==> src/rtl/fpu_pkg.sv <==
// Shared FPU definitions: compare/select opcodes, FP32 field widths and the
// canonical quiet-NaN constant builder.
package fpu_pkg;

    typedef enum logic [2:0] {
        FCMP_EQ  = 3'b000,
        FCMP_NE  = 3'b001,
        FCMP_LE  = 3'b010,
        FCMP_GE  = 3'b011,
        FCMP_LT  = 3'b100,
        FCMP_GT  = 3'b101,
        FCMP_MIN = 3'b110,
        FCMP_MAX = 3'b111
    } fcmp_op_t;

    localparam int FP32_EXP_W = 8;
    localparam int FP32_MAN_W = 23;
    localparam int NAN_MAX_W  = 128;

    // Sign 0, exponent all ones, mantissa MSB set; callers keep the low W bits.
    function automatic logic [NAN_MAX_W-1:0] canonical_nan(input int exp_w, input int man_w);
        logic [NAN_MAX_W-1:0] v;
        v = {NAN_MAX_W{1'b0}};
        for (int i = 0; i < exp_w; i++) begin
            v[man_w + i] = 1'b1;
        end
        v[man_w - 1] = 1'b1;
        return v;
    endfunction

endpackage

==> src/rtl/fpu_cmp_pipe_if.sv <==
// Issue/result handshake bundle of the compare/select pipe; the master
// drives operands and accepts results, the slave is the compare unit.
interface fpu_cmp_pipe_if import fpu_pkg::*; #(
    parameter int EXP_W = FP32_EXP_W,
    parameter int MAN_W = FP32_MAN_W,
    parameter int TAG_W = 5
);
    localparam int W = 1 + EXP_W + MAN_W;

    logic             in_valid;
    logic             in_ready;
    logic [W-1:0]     a_data;
    logic [W-1:0]     b_data;
    logic [2:0]       op_data;
    logic [TAG_W-1:0] in_tag;
    logic             c_valid;
    logic             c_ready;
    logic [W-1:0]     c_data;
    logic [TAG_W-1:0] c_tag;
    logic             c_invalid;

    modport master (
        output in_valid, a_data, b_data, op_data, in_tag, c_ready,
        input  in_ready, c_valid, c_data, c_tag, c_invalid
    );

    modport slave (
        input  in_valid, a_data, b_data, op_data, in_tag, c_ready,
        output in_ready, c_valid, c_data, c_tag, c_invalid
    );
endinterface

==> src/rtl/fpu_cmp_key.sv <==
// Maps one FP operand to an unsigned ordering key plus zero-class and NaN
// flags. NaN detection exists only when FPU_CMP_NAN_EN is defined.
module fpu_cmp_key #(
    parameter  int EXP_W = 8,
    parameter  int MAN_W = 23,
    localparam int W     = 1 + EXP_W + MAN_W
) (
    input  logic [W-1:0] val,
    output logic [W-1:0] key,
    output logic         is_zero,
    output logic         is_nan
);
    logic [EXP_W-1:0] exp_s;

    assign exp_s   = val[W-2:MAN_W];
    assign is_zero = (exp_s == {EXP_W{1'b0}});

    // Negative values invert fully so larger magnitudes sort lower.
    always_comb begin
        key = {W{1'b0}};
        if (val[W-1]) begin
            key = ~val;
        end else begin
            key = {1'b1, val[W-2:0]};
        end
    end

`ifdef FPU_CMP_NAN_EN
    assign is_nan = (exp_s == {EXP_W{1'b1}}) && (val[MAN_W-1:0] != {MAN_W{1'b0}});
`else
    assign is_nan = 1'b0;
`endif

endmodule

==> src/rtl/fpu_cmp_pipe.sv <==
// Two-stage elastic FP compare/select pipe (EQ/NE/LE/GE/LT/GT, MIN/MAX).
// Optional NaN handling is compiled in with FPU_CMP_NAN_EN.
module fpu_cmp_pipe import fpu_pkg::*; #(
    parameter int EXP_W = FP32_EXP_W,
    parameter int MAN_W = FP32_MAN_W,
    parameter int TAG_W = 5
) (
    input logic           aclk,
    input logic           aresetn,
    fpu_cmp_pipe_if.slave io
);
    localparam int           W        = 1 + EXP_W + MAN_W;
    localparam logic [W-1:0] ZERO_KEY = {1'b1, {(W-1){1'b0}}};
`ifdef FPU_CMP_NAN_EN
    localparam logic [NAN_MAX_W-1:0] CNAN_WIDE = canonical_nan(EXP_W, MAN_W);
    localparam logic [W-1:0]         CNAN      = CNAN_WIDE[W-1:0];
`endif

    logic [W-1:0] ka_s, kb_s;
    logic         za_s, zb_s, na_s, nb_s;
    logic         s2_load_s, s1_load_s;

    logic             s1_valid_r;
    fcmp_op_t         s1_op_r;
    logic [W-1:0]     s1_a_r, s1_b_r, s1_ka_r, s1_kb_r;
    logic             s1_za_r, s1_zb_r, s1_na_r, s1_nb_r;
    logic [TAG_W-1:0] s1_tag_r;

    logic             c_valid_r;
    logic [W-1:0]     c_data_r;
    logic [TAG_W-1:0] c_tag_r;
    logic             c_invalid_r;

    logic [W-1:0] ka_eff_s, kb_eff_s, res_data_s;
    logic         eq_s, lt_s, gt_s, res_bit_s, nan_any_s;

    fpu_cmp_key #(.EXP_W(EXP_W), .MAN_W(MAN_W)) u_key_a (
        .val(io.a_data), .key(ka_s), .is_zero(za_s), .is_nan(na_s)
    );
    fpu_cmp_key #(.EXP_W(EXP_W), .MAN_W(MAN_W)) u_key_b (
        .val(io.b_data), .key(kb_s), .is_zero(zb_s), .is_nan(nb_s)
    );

    assign s2_load_s   = !c_valid_r || io.c_ready;
    assign s1_load_s   = !s1_valid_r || s2_load_s;
    assign io.in_ready = s1_load_s;

    // Stage 1: capture keys, flags and operands only on a handshake.
    always_ff @(posedge aclk or posedge aresetn) begin
        if (aresetn) begin
            s1_valid_r <= 1'b0;
            s1_op_r    <= FCMP_EQ;
            s1_a_r     <= {W{1'b0}};
            s1_b_r     <= {W{1'b0}};
            s1_ka_r    <= {W{1'b0}};
            s1_kb_r    <= {W{1'b0}};
            s1_za_r    <= 1'b0;
            s1_zb_r    <= 1'b0;
            s1_na_r    <= 1'b0;
            s1_nb_r    <= 1'b0;
            s1_tag_r   <= {TAG_W{1'b0}};
        end else if (s1_load_s) begin
            s1_valid_r <= io.in_valid;
            if (io.in_valid) begin
                s1_op_r  <= fcmp_op_t'(io.op_data);
                s1_a_r   <= io.a_data;
                s1_b_r   <= io.b_data;
                s1_ka_r  <= ka_s;
                s1_kb_r  <= kb_s;
                s1_za_r  <= za_s;
                s1_zb_r  <= zb_s;
                s1_na_r  <= na_s;
                s1_nb_r  <= nb_s;
                s1_tag_r <= io.in_tag;
            end
        end
    end

    // Result resolution; zero-class operands collapse onto the +0 key here.
    always_comb begin
        ka_eff_s   = s1_za_r ? ZERO_KEY : s1_ka_r;
        kb_eff_s   = s1_zb_r ? ZERO_KEY : s1_kb_r;
        eq_s       = (ka_eff_s == kb_eff_s);
        lt_s       = (ka_eff_s <  kb_eff_s);
        gt_s       = (ka_eff_s >  kb_eff_s);
        nan_any_s  = s1_na_r || s1_nb_r;
        res_bit_s  = 1'b0;
        res_data_s = {W{1'b0}};
        case (s1_op_r)
            FCMP_EQ:  res_bit_s = eq_s;
            FCMP_NE:  res_bit_s = !eq_s;
            FCMP_LE:  res_bit_s = !gt_s;
            FCMP_GE:  res_bit_s = !lt_s;
            FCMP_LT:  res_bit_s = lt_s;
            FCMP_GT:  res_bit_s = gt_s;
            default:  res_bit_s = 1'b0;
        endcase
`ifdef FPU_CMP_NAN_EN
        if (nan_any_s) begin
            res_bit_s = (s1_op_r == FCMP_NE);
        end else begin
            res_bit_s = res_bit_s;
        end
`endif
        case (s1_op_r)
            FCMP_MIN: res_data_s = gt_s ? s1_b_r : s1_a_r;
            FCMP_MAX: res_data_s = lt_s ? s1_b_r : s1_a_r;
            default:  res_data_s = {{(W-1){1'b0}}, res_bit_s};
        endcase
`ifdef FPU_CMP_NAN_EN
        // MIN/MAX prefer the non-NaN operand; two NaNs yield the canonical NaN.
        if (nan_any_s && (s1_op_r == FCMP_MIN || s1_op_r == FCMP_MAX)) begin
            if (s1_na_r && s1_nb_r) begin
                res_data_s = CNAN;
            end else if (s1_na_r) begin
                res_data_s = s1_b_r;
            end else begin
                res_data_s = s1_a_r;
            end
        end else begin
            res_data_s = res_data_s;
        end
`endif
    end

    // Stage 2: output register, held while the consumer stalls.
    always_ff @(posedge aclk or posedge aresetn) begin
        if (aresetn) begin
            c_valid_r   <= 1'b0;
            c_data_r    <= {W{1'b0}};
            c_tag_r     <= {TAG_W{1'b0}};
            c_invalid_r <= 1'b0;
        end else if (s2_load_s) begin
            c_valid_r <= s1_valid_r;
            if (s1_valid_r) begin
                c_data_r    <= res_data_s;
                c_tag_r     <= s1_tag_r;
                c_invalid_r <= nan_any_s;
            end
        end
    end

    assign io.c_valid   = c_valid_r;
    assign io.c_data    = c_data_r;
    assign io.c_tag     = c_tag_r;
    assign io.c_invalid = c_invalid_r;

endmodule

==> src/flat_wrapper.sv <==
// flat-port wrapper written by rule: the top's interface ports become plain ports
module fpu_cmp_pipe_flat import fpu_pkg::*;
#(
    parameter int EXP_W = FP32_EXP_W,
    parameter int MAN_W = FP32_MAN_W,
    parameter int TAG_W = 5
)
  (aclk, aresetn, io_in_valid, io_a_data, io_b_data, io_op_data, io_in_tag, io_c_ready, io_in_ready, io_c_valid, io_c_data, io_c_tag, io_c_invalid);
  fpu_cmp_pipe_if #(.EXP_W(EXP_W), .MAN_W(MAN_W), .TAG_W(TAG_W)) io_i ();
  input logic aclk;
  input logic aresetn;
  input wire logic [$bits(io_i.in_valid)-1:0] io_in_valid;
  input wire logic [$bits(io_i.a_data)-1:0] io_a_data;
  input wire logic [$bits(io_i.b_data)-1:0] io_b_data;
  input wire logic [$bits(io_i.op_data)-1:0] io_op_data;
  input wire logic [$bits(io_i.in_tag)-1:0] io_in_tag;
  input wire logic [$bits(io_i.c_ready)-1:0] io_c_ready;
  output wire logic [$bits(io_i.in_ready)-1:0] io_in_ready;
  output wire logic [$bits(io_i.c_valid)-1:0] io_c_valid;
  output wire logic [$bits(io_i.c_data)-1:0] io_c_data;
  output wire logic [$bits(io_i.c_tag)-1:0] io_c_tag;
  output wire logic [$bits(io_i.c_invalid)-1:0] io_c_invalid;
  assign io_i.in_valid = io_in_valid;
  assign io_i.a_data = io_a_data;
  assign io_i.b_data = io_b_data;
  assign io_i.op_data = io_op_data;
  assign io_i.in_tag = io_in_tag;
  assign io_i.c_ready = io_c_ready;
  assign io_in_ready = io_i.in_ready;
  assign io_c_valid = io_i.c_valid;
  assign io_c_data = io_i.c_data;
  assign io_c_tag = io_i.c_tag;
  assign io_c_invalid = io_i.c_invalid;
  fpu_cmp_pipe #(.EXP_W(EXP_W), .MAN_W(MAN_W), .TAG_W(TAG_W)) u_core (.aclk(aclk), .aresetn(aresetn), .io(io_i));
endmodule
==> config.mk <==
export PLATFORM = sky130hd
export DESIGN_NAME = fpu_cmp_pipe_flat
export DESIGN_NICKNAME = d
export VERILOG_FILES = /design/src/rtl/fpu_pkg.sv /design/src/rtl/fpu_cmp_pipe_if.sv /design/src/rtl/fpu_cmp_key.sv /design/src/rtl/fpu_cmp_pipe.sv /design/src/flat_wrapper.sv
export SDC_FILE = /design/constraint.sdc
export NUM_CORES = 1
export LEC_CHECK = 0
export CAP_MARGIN = 20
export CORE_ASPECT_RATIO = 2
export CORE_UTILIZATION = 59
export CTS_CLUSTER_DIAMETER = 40
export DETAILED_ROUTE_END_ITERATION = 8
export GPL_ROUTABILITY_DRIVEN = 0
export PLACE_DENSITY = 0.89
export SETUP_SLACK_MARGIN = 0.5
export SLEW_MARGIN = 30
export SYNTH_ARGS = -nofsm -noshare
export SYNTH_HDL_FRONTEND = slang
export SYNTH_SLANG_ARGS = --single-unit
==> constraint.sdc <==
create_clock -name aclk -period 8.8 [get_ports aclk]
set_input_delay 1.76 -clock aclk [delete_from_list [all_inputs] [get_ports aclk]]
set_output_delay 1.76 -clock aclk [all_outputs]
set_load 0.05 [all_outputs]
Word-level counts from Yosys, hierarchy flattened

Cells that the tools add are included.

Flip-flop bits (word level): 177
Output and inout bits: 40
Input port bits: 76
Word-level logic and storage cells: 44

Eq/ne operators: 8
Bitwise operators: 2
$lt $le $gt $ge: 2
Reduce and logical (&&, ||, !) cells: 12
Multiplexer cells: 8

Operators by type and width:

| kind                                                                   | count |
|---|---|
| 32-bit 2-to-1 mux                                                      | 6 |
| 32-bit NOT                                                             | 2 |
| 32-bit case mux with 2 select lines                                    | 1 |
| 32-bit equality test                                                   | 1 |
| 32-bit greater-than comparator                                         | 1 |
| 32-bit less-than comparator                                            | 1 |
| 8-bit zero test                                                        | 2 |
| 3-bit equality test (second input constant)                            | 4 |
| 3-bit by 2-bit equality test with 1-bit output (second input constant) | 2 |
| 1-bit case mux with 6 select lines                                     | 1 |
| 1-bit zero test                                                        | 5 |
| 2-bit AND reduction                                                    | 2 |
| 3-bit by 1-bit equality test with 1-bit output (second input constant) | 1 |
| 3-bit zero test                                                        | 1 |
| 1-bit logical OR                                                       | 2 |

Longest topological paths before layout

Gate-level depths: netlist of the first run.

Depth after elaboration: 5
Mapped depth: 11
Depth with buffers taken out: 9

Modules after synthesis

A second synthesis of the first run with hierarchy kept.

Cells, all modules: 714
Area, all modules: 8,848.5 um2

Modules (own cells, without submodules):

| module       | area an instance (um2) | cells each | instances |
|---|---|---|---|
| fpu_cmp_pipe | 8,182.8                | 632        | 1 |
| fpu_cmp_key  | 332.8                  | 41         | 2 |

Worst setup path after synthesis of the first run

No wires, ideal clock.

Path kind: in2out
Start: input io_c_ready
End: output io_in_ready
Arrival: 2,249 ps
Stages on the path: 1
Path buffers: 0
Setup slack: 4,791 ps
Required time: 7,040 ps
Cells stage by stage: nand3b_1

Cells in the longest elaborated chain, start to end: 2

Ends and longest elaborated chain:

| what               | RTL line           | text |
|---|---|---|
| start: declaration | flat_wrapper.sv:17 | `input wire logic [$bits(io_i.c_ready)-1:0] io_c_ready;` |
| 1-bit logical OR   | fpu_cmp_pipe.sv:44 | `assign s2_load_s = !c_valid_r \|\| io.c_ready;` |
| 1-bit logical OR   | fpu_cmp_pipe.sv:45 | `assign s1_load_s = !s1_valid_r \|\| s2_load_s;` |
| end: declaration   | flat_wrapper.sv:18 | `output wire logic [$bits(io_i.in_ready)-1:0] io_in_ready;` |

Every way passes these cells.

Worst setup path after layout of the first run

Ends and elaborated chain as after synthesis.

==> flow_summary.ini, run 1 <==
[clock_tree]
cts.sinks = 177
cts_hold_buf = 0
clk_pin_slew_ps = 60
tritoncts = done
cts_max_level = 4
post_cts_buffers = 0
cts_made_buffers = 17
clock_latency_ps = 430
cts_root_buffer = clkbuf_16
cts_resized = 0
clockBufferDepth = 2

[layout]
drive_above_1_share = 0.132
syn_to_final_growth_pct = 21.2
n_fill_cell = 964
final_nets = 978
diodes = 0

[sta]
fin_crit_ps = 5080
slew_headroom = 0.440
max_freq_mhz = 197
finalSetupViolCount = 0
worst_slew_pin_slew_ps = 838
drv_slew = 0
fin_setup_tns_ps = 0
rsz0062_at_grt = no
worst_slack_ps = 3720
hold_violations = 0
clock_skew_ps = 10.7
whs_ps = 466
fin_crit_sh = 0.578

[place]
io_buffers = 114
dp_hpwl_mm = 12.1
pre_cts_ws_ps = 3800

[drt]
wl_per_cell_um = 17.1
num_vias = 5938
drc = 0
drt-initial-drc-count = 334
via_per_inst = 5.54
ant_nets = 0
firstDrtPassIters = 5
wirelength_mm = 18.4

[critical_path]
cp.arrival_ps = 3320
slowest_stage = clkdlybuf4s50_1
max_stage_delay_ps = 860
endpoint_kind = output port
worstPathCellList = clkdlybuf4s50_1 > nand3b_1 > clkdlybuf4s50_1
crit_top_cell = clkdlybuf4s50_1
path_max_fanout = 3
critPathBufInv = 2
worstPathRequired_ps = 7040
crit_family = buffers and inverters
critPathLaunchType = input port
crit_type = in2out

[die]
dieArea_um2 = 14900
chipWidth_um = 86.9
coreArea_um2 = 14000
num_io_pins = 116
die_h_um = 172
fp-row-count = 61
initial_core_util = 0.609

[logic_synthesis]
syn_inst = 778
ys_async_sr_fraction = 1.00
synth_ff_type = dfrtp_1
synth_edf_count = 0
netlist.top_cell.by_area = dfrtp_1
yosys-top-cells-area = dfrtp_1, mux2_2, xnor2_1, nand2_1, ha_1
synth_cell_types = 37
syn_nets = 886
yosysSeqAreaShare = 0.521
synth.yosys.warnings = 0
syn_avg_cell_area_um2 = 10.9
syn_area_um2 = 8500
ys_seq_elements = 177
synth_top_area_frac = 0.521

[run]
drv_cap = 0

[power_and_ir_drop]
p_per_area_nw_per_um2 = 234
vdd_drop_max_v = 0.000168
p_total_w = 0.00241
p_leak_nw = 4.41

[grt]
antenna_found_initial = 1
grt_pass1_vias = 6168
gr-total-overflow = 0
grt_max_degree = 106
grt_pass1_wl_mm = 29.8
grt_util_all_layers = 0.267

[hold_path]
min_path_type = reg2reg

[run_status]
status = complete, no violations
## stage by stage
| stage | utilization | instances | area, µm² |
|---|---|---|---|
| global placement | 0.696 | 1040 | 9720 |
| CTS | 0.736 | 1071 | 10300 |
| global route | 0.738 | 1071 | 10300 |
| finish | 0.738 | 1071 | 10300 |
| floorplan | - | 778 | 8500 |
| detailed placement | 0.696 | 1040 | 9730 |
## placed cells by master (no fill, tap or decap), types with 2 or more instances in the layout
master and instances:
ha_1 32, nand4_1 10, inv_8 2, mux2i_1 32, nor2b_1 33, clkdlybuf4s50_1 112
nor4_1 6, buf_6 2, buf_4 6, nand3_1 6, o21ai_0 72, and2_1 2
nand2b_1 36, inv_6 4, a21oi_1 13, xnor2_1 62, nor3_1 2, mux2_2 73
nor2_1 4, dfrtp_1 176, o21ai_1 31, nand2_1 123, clkinvlp_4 5, clkbuf_16 17
## power breakdown
part | internal (W) | switching (W) | total [W]
clock network | 0.000393 | 0.000326 | 0.000719
registers | 0.000943 | 0.0000715 | 0.00101
logic | 0.000286 | 0.000390 | 0.000676
total | 0.00162 | 0.000787 | 0.00241
## cell families after synthesis
family | synth area share
AOI/OAI and AO/OA | 0.0801
muxes | 0.134
and+or+nand+nor | 0.129
xor gates and xnor gates | 0.0639
buffers and inverters | 0.0243
DFF | 0.521
other | 0.000441
adders and majority gates | 0.0471
## worst paths after layout
check	start	end	slack [ps]	cells after the start
worst min register to register	u_core.s1_tag_r[1]	u_core.io.c_tag[1]	470	2
worst max-delay path	io_c_ready	io_in_ready	3720	3
worst min-delay path	u_core.s1_tag_r[1]	u_core.io.c_tag[1]	470	2
min in group asynchronous	aresetn	u_core.io.c_data[18]	1860	2
max in group asynchronous	aresetn	u_core.s1_zb_r	5800	3
worst max register to register	u_core.s1_za_r	u_core.io.c_data[0]	4680	11
## final cells by class
cell class | count | area [µm²] | share of cell area
Multi-Input combinational cell | 553 | 3880 | 0.377
Tap cell | 189 | 236 | 0.0229
Sequential cell | 177 | 4430 | 0.430
Clock inverter | 13 | 128 | 0.0124
Inverter | 1 | 11.3 | 0.00109
Timing Repair Buffer | 120 | 1190 | 0.115
Clock buffer | 18 | 429 | 0.0416
## Yosys cell counts, types with 2 or more instances
library cell and count:
nand4_1 10, mux2_2 73, dfrtp_1 177, nand3_1 6, mux2i_1 32, nor4_1 6
ha_1 32, a21oi_1 13, and2_1 2, o21ai_0 72, o21ai_1 31, nor3_1 2
xnor2_1 62, nor2b_1 33, buf_1 2, clkbuf_1 41, nor2_1 4, buf_6 3
nand2b_1 36, nand2_1 124
## state kept, by name, indices dropped and copies added, names as in the netlist
name / flops
u_core.io.c_tag: 5
u_core.s1_op_r: 3
u_core.s1_zb_r: 1
u_core.s1_ka_r: 32
u_core.s1_b_r: 32
u_core.s1_valid_r: 1
u_core.io.c_data: 32
u_core.io.c_valid: 1
u_core.s1_a_r: 32
u_core.s1_kb_r: 32
u_core.s1_tag_r: 5
u_core.s1_za_r: 1
## tightest hold or removal path, cell delays in order, from the launching register on
cell	delay [ps]
dfrtp_1	340
nand2_1	50
nand2_1	50
## routing by layer
layer | vias to the layer above | part of all wire | track usage
met5 | - | 0.00098 | 0
li1 | 2844 | - | -
met2 | 139 | 0.56 | 0.494
met1 | 2909 | 0.38 | 0.293
met4 | 2 | 0.028 | 0.115
met3 | 44 | 0.033 | 0.0470
(Power assumes the default switching activity.)
==> run 2: changes to the inputs <==
CORE_UTILIZATION = 55   (was 59)
PLACE_DENSITY = 0.84   (was 0.89)
clock period = 5 ns   (was 8.8 ns; I/O delays follow)
==> flow_summary.ini, run 2 (synthesized netlist as in run 1, its figures left out) <==
[power_and_ir_drop]
p_per_area_nw_per_um2 = 413
vdd_drop_max_v = 0.000283
p_leak_nw = 4.45

[die]
chipWidth_um = 89.9
fp-row-count = 64
num_io_pins = 116
die_h_um = 178
coreArea_um2 = 15200
initial_core_util = 0.559
dieArea_um2 = 16000

[layout]
final_util = 0.682
n_fill_cell = 1142
final_nets = 981
diodes = 0
syn_to_final_growth_pct = 22.1
layout_commonest_cell = dfrtp_1
drive_above_1_share = 0.137
final_cell_mix = dfrtp_1, nand2_1, clkdlybuf4s50_1

[clock_tree]
cts_resized = 0
clk_pin_slew_ps = 70
tritoncts = done
clock_latency_ps = 420
cts_max_level = 4
cts_root_buffer = clkbuf_16
cts.sinks = 177
cts_made_buffers = 17
post_cts_buffers = 0
cts_hold_buf = 0
clockBufferDepth = 2

[place]
io_buffers = 114
dp_hpwl_mm = 12.9

[run_status]
status = complete, no violations

[sta]
finalSetupViolCount = 0
drv_slew = 0
max_freq_mhz = 273
clock_skew_ps = 6.77
fin_setup_tns_ps = 0
rsz0062_at_grt = no
slew_headroom = 0.401
hold_violations = 0
fin_crit_ps = 3660
worst_slew_pin_slew_ps = 898
fin_crit_sh = 0.731

[critical_path]
startpoint = u_core.s1_zb_r
crit_type = reg2reg
critPathLaunchType = flip-flop
worstPathRequired_ps = 5290
endpoint_kind = flip-flop
cp.arrival_ps = 3940
rr_startpoint = u_core.s1_zb_r
path_max_fanout = 33

[run]
drv_cap = 0

[drt]
num_vias = 6034
ant_nets = 0
wirelength_mm = 19.5
wl_per_cell_um = 18.0
firstDrtPassIters = 5
via_per_inst = 5.57
drc = 0
drt-initial-drc-count = 282

[hold_path]
min_path_type = reg2reg
hp-start = u_core.s1_ka_r[27]

[grt]
grt_util_all_layers = 0.257
grt_pass1_vias = 6232
gr-total-overflow = 0
grt_pass1_wl_mm = 31.5
antenna_found_initial = 0
grt_max_degree = 178
run 2: cell types whose count changed in the layout (fill, tap and decap cells not counted), sizes merged:
cell      before  now
clkinv         2    6
buf            8   11
inv            6    4
clkinvlp       5    4
run 2: layout make-up:
| class | instances | area [µm²] | area share |
|---|---|---|---|
| clock inverter | 14 | 131 | 0.0127 |
| inverter | 1 | 7.51 | 0.000723 |
| timing repair buffer | 123 | 1250 | 0.120 |
| clock buffer | 18 | 439 | 0.0423 |
| multi-input combinational | 553 | 3870 | 0.373 |
| sequential | 177 | 4430 | 0.427 |
| tap | 198 | 248 | 0.0239 |
run 2: worst max-delay path, stage by stage (launching register included):
cell and delay, ps:
dfrtp_1 930, nand2b_1 210, ha_1 250, a21oi_1 150
o21ai_1 100, a221o_1 380, o31a_1 300, o211ai_4 490
buf_4 370, mux2i_1 240, o21ai_1 90
run 2: worst paths after layout:
path                       slack [ps]                   end  cells past startpoint
setup / recovery                 1340  u_core.io.c_data[23]                     10
hold / removal                    470    u_core.s1_ka_r[27]                      2
setup reg to reg                 1340  u_core.io.c_data[23]                     10
hold reg to reg                   470    u_core.s1_ka_r[27]                      2
max in group asynchronous        3090        u_core.s1_za_r                      4
min in group asynchronous         980    u_core.s1_kb_r[21]                      3
run 2: metrics by stage:
step           instances  hold WS [ps]  instance area [µm²]  total power (W)  worst slack (ps)
6_report            1084           472                10400          0.00428              1340
5_1_grt             1084           499                10400          0.00449              1100
4_1_cts             1083           477                10300          0.00431              1220
3_5_place_dp        1051           461                 9780          0.00301              1250
3_3_place_gp        1051           442                 9770          0.00297              1360
2_1_floorplan        778           433                 8500          0.00263              1730
run 2: routing by layer:
layer,part of all wire,global-route usage,vias up
met5,0,0,-
met4,0.037,0.124,0
met3,0.027,0.0403,40
met2,0.58,0.501,133
met1,0.36,0.265,3023
li1,-,-,2838
run 2: where the power goes:
part           internal (W)  total (W)  switching [W]
clock network      0.000707    0.00128       0.000577
registers           0.00166    0.00181       0.000145
logic              0.000511    0.00119       0.000682
total               0.00288    0.00428        0.00140
==> run 3: changes to the inputs <==
CORE_UTILIZATION = 50   (was 55)
PLACE_DENSITY = 0.81   (was 0.84)
clock period = 3.11 ns   (was 5 ns; I/O delays follow)
==> flow_summary.ini, run 3 (synthesized netlist as in run 1, its figures left out) <==
[sta]
finalSetupViolCount = 0
fin_crit_sh = 0.970
max_freq_mhz = 332
drv_slew = 0
worst_slew_pin_slew_ps = 635
fin_crit_ps = 3020
slew_headroom = 0.576
worst_slack_ps = 93.9
clock_skew_ps = 9.22
hold_violations = 0
rsz0062_at_grt = yes

[layout]
syn_to_final_growth_pct = 29.1
final_cells = 1115
drive_above_1_share = 0.199
layout_commonest_cell = dfrtp_1
diodes = 0
final_nets = 1003
final_cell_mix = dfrtp_1, nand2_1, clkdlybuf4s50_1

[place]
placed_cells = 1071
dp_hpwl_mm = 13.9
pre_cts_ws_ps = 109
io_buffers = 114

[clock_tree]
clock_latency_ps = 430
clk_pin_slew_ps = 70
cts.sinks = 177
tritoncts = done
cts_made_buffers = 17
cts_max_level = 4
cts_root_buffer = clkbuf_16
clockBufferDepth = 2
cts_hold_buf = 0

[drt]
wl_met2_mm = 12.0
wirelength_mm = 20.6
via_per_inst = 5.49
wl_per_cell_um = 18.5
drt-initial-drc-count = 334
route.met3.wl_um = 495
drc = 0
routedLengthMet1_mm = 7.26
num_vias = 6122
firstDrtPassIters = 4
topRoutingLayerUsed = met4
ant_nets = 0

[die]
num_io_pins = 116
dieArea_um2 = 17600
die_h_um = 186
chipWidth_um = 94.2
fp-row-count = 67
initial_core_util = 0.510
coreArea_um2 = 16700

[critical_path]
critPathLaunchType = flip-flop
worstPathRequired_ps = 3420
crit_type = reg2reg
cp.arrival_ps = 3330
r2r_setup_slack_ps = 90
path_max_fanout = 7
endpoint_kind = flip-flop

[power_and_ir_drop]
p_per_area_nw_per_um2 = 661
p_leak_nw = 4.66
vdd_drop_max_v = 0.000399

[grt]
antenna_found_initial = 0
gr-total-overflow = 0
grt_pass1_vias = 6422
grt_util_all_layers = 0.246
grt_pass1_wl_mm = 32.5
grt_max_degree = 108

[run_status]
status = complete, no violations

[hold_path]
min_path_type = reg2reg

[run]
drv_cap = 0
run 3: cell types whose count changed in the layout (fill, tap and decap cells not counted), moves of 4 or more:
cell,change
buf_12,+5
buf_4,+8
buf_6,+5
ha_1,-11
ha_4,+11
nand2b_1,-9
nand2b_4,+9
nor2b_1,-11
nor2b_2,+7
nor2b_4,+4
run 3: final timing paths:
path	start	to	depth (start not counted)
worst max-delay path	u_core.s1_za_r	u_core.io.c_data[18]	13
worst min-delay path	u_core.s1_tag_r[1]	u_core.io.c_tag[1]	2
worst max register to register	u_core.s1_za_r	u_core.io.c_data[18]	13
worst min register to register	u_core.s1_tag_r[1]	u_core.io.c_tag[1]	2
max in group asynchronous	aresetn	u_core.io.c_data[16]	3
min in group asynchronous	aresetn	u_core.s1_a_r[6]	2
run 3: report_power, final:
group / internal, W / switching (W)
logic: 0.00101 / 0.00120
clock network: 0.00116 / 0.000973
registers: 0.00267 / 0.000244
total: 0.00484 / 0.00242
run 3: timing repair:
action / 4_1_cts / 5_1_grt
pin swaps: 7 / 6
cloned: 1 / 1
gates resized for setup: 12 / 12
buffers inserted: 5 / 5
setup endpoints to repair: 33 / 32
run 3: metal layers:
metal / vias to the layer above / track usage
li1: 2877 / -
met1: 3085 / 0.255
met2: 113 / 0.465
met3: 47 / 0.0338
met4: 0 / 0.114
met5: - / 0
run 3: cell type report:
cell class | count | area [µm²]
Timing Repair Buffer | 145 | 1510
Tap cell | 207 | 259
Inverter | 1 | 7.51
Clock buffer | 19 | 443
Multi-Input combinational cell | 553 | 4180
Fill cell | 1239 | 5710
Sequential cell | 177 | 4430
Clock inverter | 13 | 143
run 3: through the flow:
| step | hold slack, ps | util | power, W | TNS, ps | area, µm² |
|---|---|---|---|---|---|
| after detailed placement | 456 | 0.609 | 0.00497 | 0 | 10200 |
| after floorplan | 433 | - | 0.00431 | 0 | 8790 |
| after global routing | 493 | 0.658 | 0.00759 | -93.7 | 11000 |
| after CTS | 472 | 0.651 | 0.00721 | 0 | 10900 |
| final | 474 | 0.658 | 0.00726 | 0 | 11000 |
| after global placement | 443 | 0.609 | 0.00491 | 0 | 10200 |
run 3: worst max-delay path: stages (launching register included):
cell       delay (ps)
dfrtp_1           420
buf_6             150
or2_4             250
ha_4              270
nand4_1           250
buf_4             250
nor4_4            190
nor3b_2           220
o31ai_1           130
o211ai_4          180
buf_12            160
clkbuf_16         160
mux2i_1           200
o21ai_1            70
==> variant 1: new RTL, flow settings as in run 3 <==
The option `FPU_CMP_NAN_EN` is turned on by a define.
--- a/src/rtl/fpu_cmp_key.sv
+++ b/src/rtl/fpu_cmp_key.sv
@@ -2,2 +2,4 @@
 // flags. NaN detection exists only when FPU_CMP_NAN_EN is defined.
+`define FPU_CMP_NAN_EN
+
 module fpu_cmp_key #(
Function: changed (a bounded check fails within 4 cycles, from zero or initial values and one cycle with aresetn high).
==> variant 1 against run 3 <==
The run now ends with DRC, setup timing left; core utilization grew 1.7 points; fmax shrank 3.8%; worst hold slack got worse by 0.0082 ns; synthesized cell count grew 12%; critical path depth increased by 2; via count is 21% higher; power rose by 4.3%; routed wire length increased by 25%; sequential cell count is 3 higher; worst setup slack got worse by 0.12 ns; synthesized area increased by 8.5%; final area increased by 9.8%; largest power group unchanged.
==> variant 1: results (changes against run 3) <==
| Metric | Value |
|---|---|
| Port Buf Inserts | `115 (+0.88%)` |
| Seq cells | `180 (+1.7%)` |
| Multi-input gates | `634 (+15%)` |
| Storage element area | `4510 sq um (+1.8%)` |
| Clock Skew | `0.00955 ns (+0.000330 ns)` |
| Comb pwr share | `0.324 (+0.019)` |
| Global-route wire length before repair | `40,100 um (+23%)` |
| Crit path max fanout | `6 (-1)` |
| Synth cell count leaders | `180 x dfrtp_1, 134 x nand2_1, 90 x o21ai_0` |
| Setup TNS | `-0.0691 ns (-0.0691 ns)` |
| Routed vias/inst | `6.05 (+10%)` |
| Slowest CP cell | `dfrtp_2` |
| Setup WS pre-CTS | `-0.0302 ns (-0.139 ns)` |
| Post-CTS Setup Bufs | `10 (+5)` |
| Synth unique cells | `39 (+5.4%)` |
| Final net count | `1,105 (+10%)` |
| Detail Route met3 WL | `1070 um (+120%)` |
| Leakage | `4.93 nW (+5.8%)` |
| Register area share after synthesis | `0.488 (-0.0326)` |
| Clock buffers and inverters, area share | `0.0469 (-0.00644)` |
| Area after DPL | `10,900 sq um (+7.3%)` |
| Fin worst setup slack | `-0.0249 ns (-0.119 ns)` |
| Worst Path Arrival | `3.41 ns (+0.08 ns)` |
| Tot GR Track Use | `0.275 (+0.0296)` |
| WL final | `25,800 um (+25%)` |
| Grt met2 use | `0.464 (-0.00117)` |
| Synth area leaders | `dfrtp_1 49%, mux2_2 8.8%, xnor2_1 6.0%` |
| Fillers | `1,221 (-1.5%)` |
| Drt wl/cell | `21.1 um (+14%)` |
| Status | `complete, but fails checks` |
| M1 WL | `9830 um (+36%)` |
| DRC viols | `2 (+2)` |
| Starting DRT DRC Count | `448 (+34%)` |
| Max IR drop VDD | `0.000524 V (+31%)` |
| Syn Nets | `981 (+11%)` |
| Synth Area per Inst | `10.6 sq um (-3.3%)` |
| Final period util | `1.01 (+0.0382)` |
| Cells on worst reg2reg path | `15 (+2)` |
| Setup violators final | `7 (+7)` |
| CP peak stage delay | `0.49 ns (+0.07 ns)` |
| Failing checks | `DRC, setup timing` |
| Clock power frac | `0.279 (-0.015)` |
| Met3 usage | `0.0386 (+0.00475)` |
| Share of cells above drive strength 1 | `0.219 (+0.0195)` |
[variant 1: final timing paths]
check | to | slack (ns)
max | u_core.io.c_data[13] | -0.02
min | u_core.io.c_tag[1] | 0.47
max reg2reg | u_core.io.c_data[13] | -0.02
min reg2reg | u_core.io.c_tag[1] | 0.47
max in group asynchronous | u_core.s1_na_r | 1.79
min in group asynchronous | u_core.s1_ka_r[7] | 0.70
[variant 1: cell families (layout without fill, tap and decap cells)]
| logic type | after synthesis | in the layout | synth area share |
|---|---|---|---|
| and+or+nand+nor | 253 | 253 | 0.133 |
| DFF | 180 | 180 | 0.488 |
| AOI/OAI and AO/OA | 157 | 157 | 0.0990 |
| muxes | 128 | 128 | 0.149 |
| xor gates and xnor gates | 64 | 64 | 0.0608 |
| buffers and inverters | 59 | 196 | 0.0265 |
| adders and majority gates | 32 | 32 | 0.0434 |
==> variant 2: new RTL, config.mk and constraints of run 3 <==
Made on the original files. Reset style: synchronous (`aresetn`), changed in 2 clocked blocks.
--- a/src/rtl/fpu_cmp_pipe.sv
+++ b/src/rtl/fpu_cmp_pipe.sv
@@ -48,3 +48,3 @@
     // Stage 1: capture keys, flags and operands only on a handshake.
-    always_ff @(posedge aclk or posedge aresetn) begin
+    always_ff @(posedge aclk) begin
         if (aresetn) begin
@@ -126,3 +126,3 @@
     // Stage 2: output register, held while the consumer stalls.
-    always_ff @(posedge aclk or posedge aresetn) begin
+    always_ff @(posedge aclk) begin
         if (aresetn) begin
Function: differs if aresetn is asserted again (counterexample within 4 cycles, from zero or initial values and one cycle with aresetn high); with aresetn held inactive, the same outputs for 4 cycles.
==> variant 2 against run 3 <==
Power decreased by 19%; worst setup slack improved by 0.094 ns; largest power group unchanged; sequential cell count unchanged; largest cell class is now multi-input combinational cells; final area rose by 0.75%; non-clock buffer count is 20 higher; count of clock-buffer cells in the layout is 1 lower; core utilization up 0.50 points; fmax is 3.2% higher; synthesized area fell by 0.13%; sequential share of layout area shrank 8.2 points; worst hold slack worse by 0.016 ns; routed wire length increased by 19%; clock skew increased by 0.0013 ns.
==> variant 2: results (changes against run 3) <==
| Metric | Value |
|---|---|
| Reg-to-Reg Start | `u_core.s1_zb_r` |
| Placed cell count | `1,251 (+17%)` |
| Drt wl/cell | `18.7 um (+1.0%)` |
| Met3 usage | `0.0496 (+0.0158)` |
| Met1 Usage GRT | `0.285 (+0.0294)` |
| HPWL Detailed | `14,400 um (+3.8%)` |
| Slowest CP cell | `dfxtp_4` |
| Status | `complete, no violations` |
| Post-Synth XOR/XNOR Area | `0.0640 (+0.0000847)` |
| Synth Area in Compound Gates | `0.156 (+0.0759)` |
| Largest net degree at the start of global routing | `79 (-27%)` |
| Tot GR Track Use | `0.268 (+0.0224)` |
| Vias in the first global route | `7,346 (+14%)` |
| Share of cells above drive strength 1 | `0.130 (-0.0693)` |
| Vias | `7,647 (+25%)` |
| Dominant synthesized flop cell | `dfxtp_1` |
| Post-synth ARST share | `0 (-1.00)` |
| M1 WL | `9020 um (+24%)` |
| WHS Endpoint | `u_core.s1_tag_r[0]` |
| Synth Area per Inst | `8.58 sq um (-21%)` |
| Synth area leaders | `dfxtp_1 42%, nand2_1 8.4%, mux2i_1 8.0%` |
| Worst-Margin Slew | `0.770 ns (+0.135 ns)` |
| CP peak stage delay | `0.38 ns (-0.04 ns)` |
| Clock Skew | `0.0105 ns (+0.00132 ns)` |
| First-pass DRT Iterations | `5 (+1)` |
| Min Hold Slack | `0.459 ns (-0.0156 ns)` |
| Adder-Cell Fraction of Synth Area | `0.0472 (+0.0000625)` |
| Grt met2 use | `0.480 (+0.0146)` |
| Worst Path Arrival | `3.23 ns (-0.10 ns)` |
| Final net count | `1,202 (+20%)` |
| Synth cell count leaders | `191 x nand2_1, 177 x dfxtp_1, 91 x a21oi_1` |
| Crit path max-delay family | `compound AO/OA/AOI/OAI gates` |
| Fillers | `1,240 (+0.081%)` |
| Global-route wire length before repair | `36,100 um (+11%)` |
| Detail Route met3 WL | `1140 um (+130%)` |
| Routed vias/inst | `5.82 (+6.0%)` |
| Reg2reg setup slack | `0.19 ns (+0.09 ns)` |
| Mux share of post-synthesis cell area | `0.0815 (-0.0529)` |
-- variant 2: changes by cell type after synthesis, moves of 67 or more --
cell,change
a21oi_1,+78
dfrtp_1,-177
dfxtp_1,+177
mux2_2,-73
nand2_1,+67
nor2_1,+75
o21ai_0,-68
-- variant 2: tightest hold or removal path: stages, from the launching register on --
cell and delay [ns]:
dfxtp_1 0.31, nand2_1 0.05, a21oi_1 0.05
-- variant 2: worst max path at each step --
stage                              start                   end  slack [ns]  cells past startpoint
after floorplan           u_core.s1_za_r   u_core.io.c_data[0]        0.50                     10
after global placement    u_core.s1_za_r   u_core.io.c_data[3]        0.14                     10
after global routing      u_core.s1_zb_r  u_core.io.c_data[22]        0.09                     14
after detailed placement  u_core.s1_za_r   u_core.io.c_data[4]        0.07                     10
final                     u_core.s1_zb_r  u_core.io.c_data[21]        0.19                     12
after CTS                 u_core.s1_za_r  u_core.io.c_data[21]        0.32                     12
-- variant 2: stage by stage --
stage / worst slack [ns] / util
after floorplan: 0.500 / -
after global placement: 0.140 / 0.586
after detailed placement: 0.0747 / 0.586
after CTS: 0.320 / 0.641
after global routing: 0.0907 / 0.663
final: 0.188 / 0.663
-- variant 2: where the power goes --
part / switching, mW / internal, mW
clock: 1.02 / 1.09
sequential: 0.0931 / 2.39
combinational: 0.668 / 0.653
-- variant 2: what timing repair did --
item,in CTS,in global routing
gates resized for setup,32,47
cloned,2,2
setup endpoints to repair,33,32
setup buffers,20,7
pin swaps,2,26
-- variant 2: cell type report --
type | count | share of cell area
clock inverters | 14 | 0.0127
repair buffers | 165 | 0.157
clock buffers | 18 | 0.0397
inverters | 2 | 0.000679
flip-flops and latches | 177 | 0.321
multi-input cells | 731 | 0.445
well taps | 207 | 0.0234
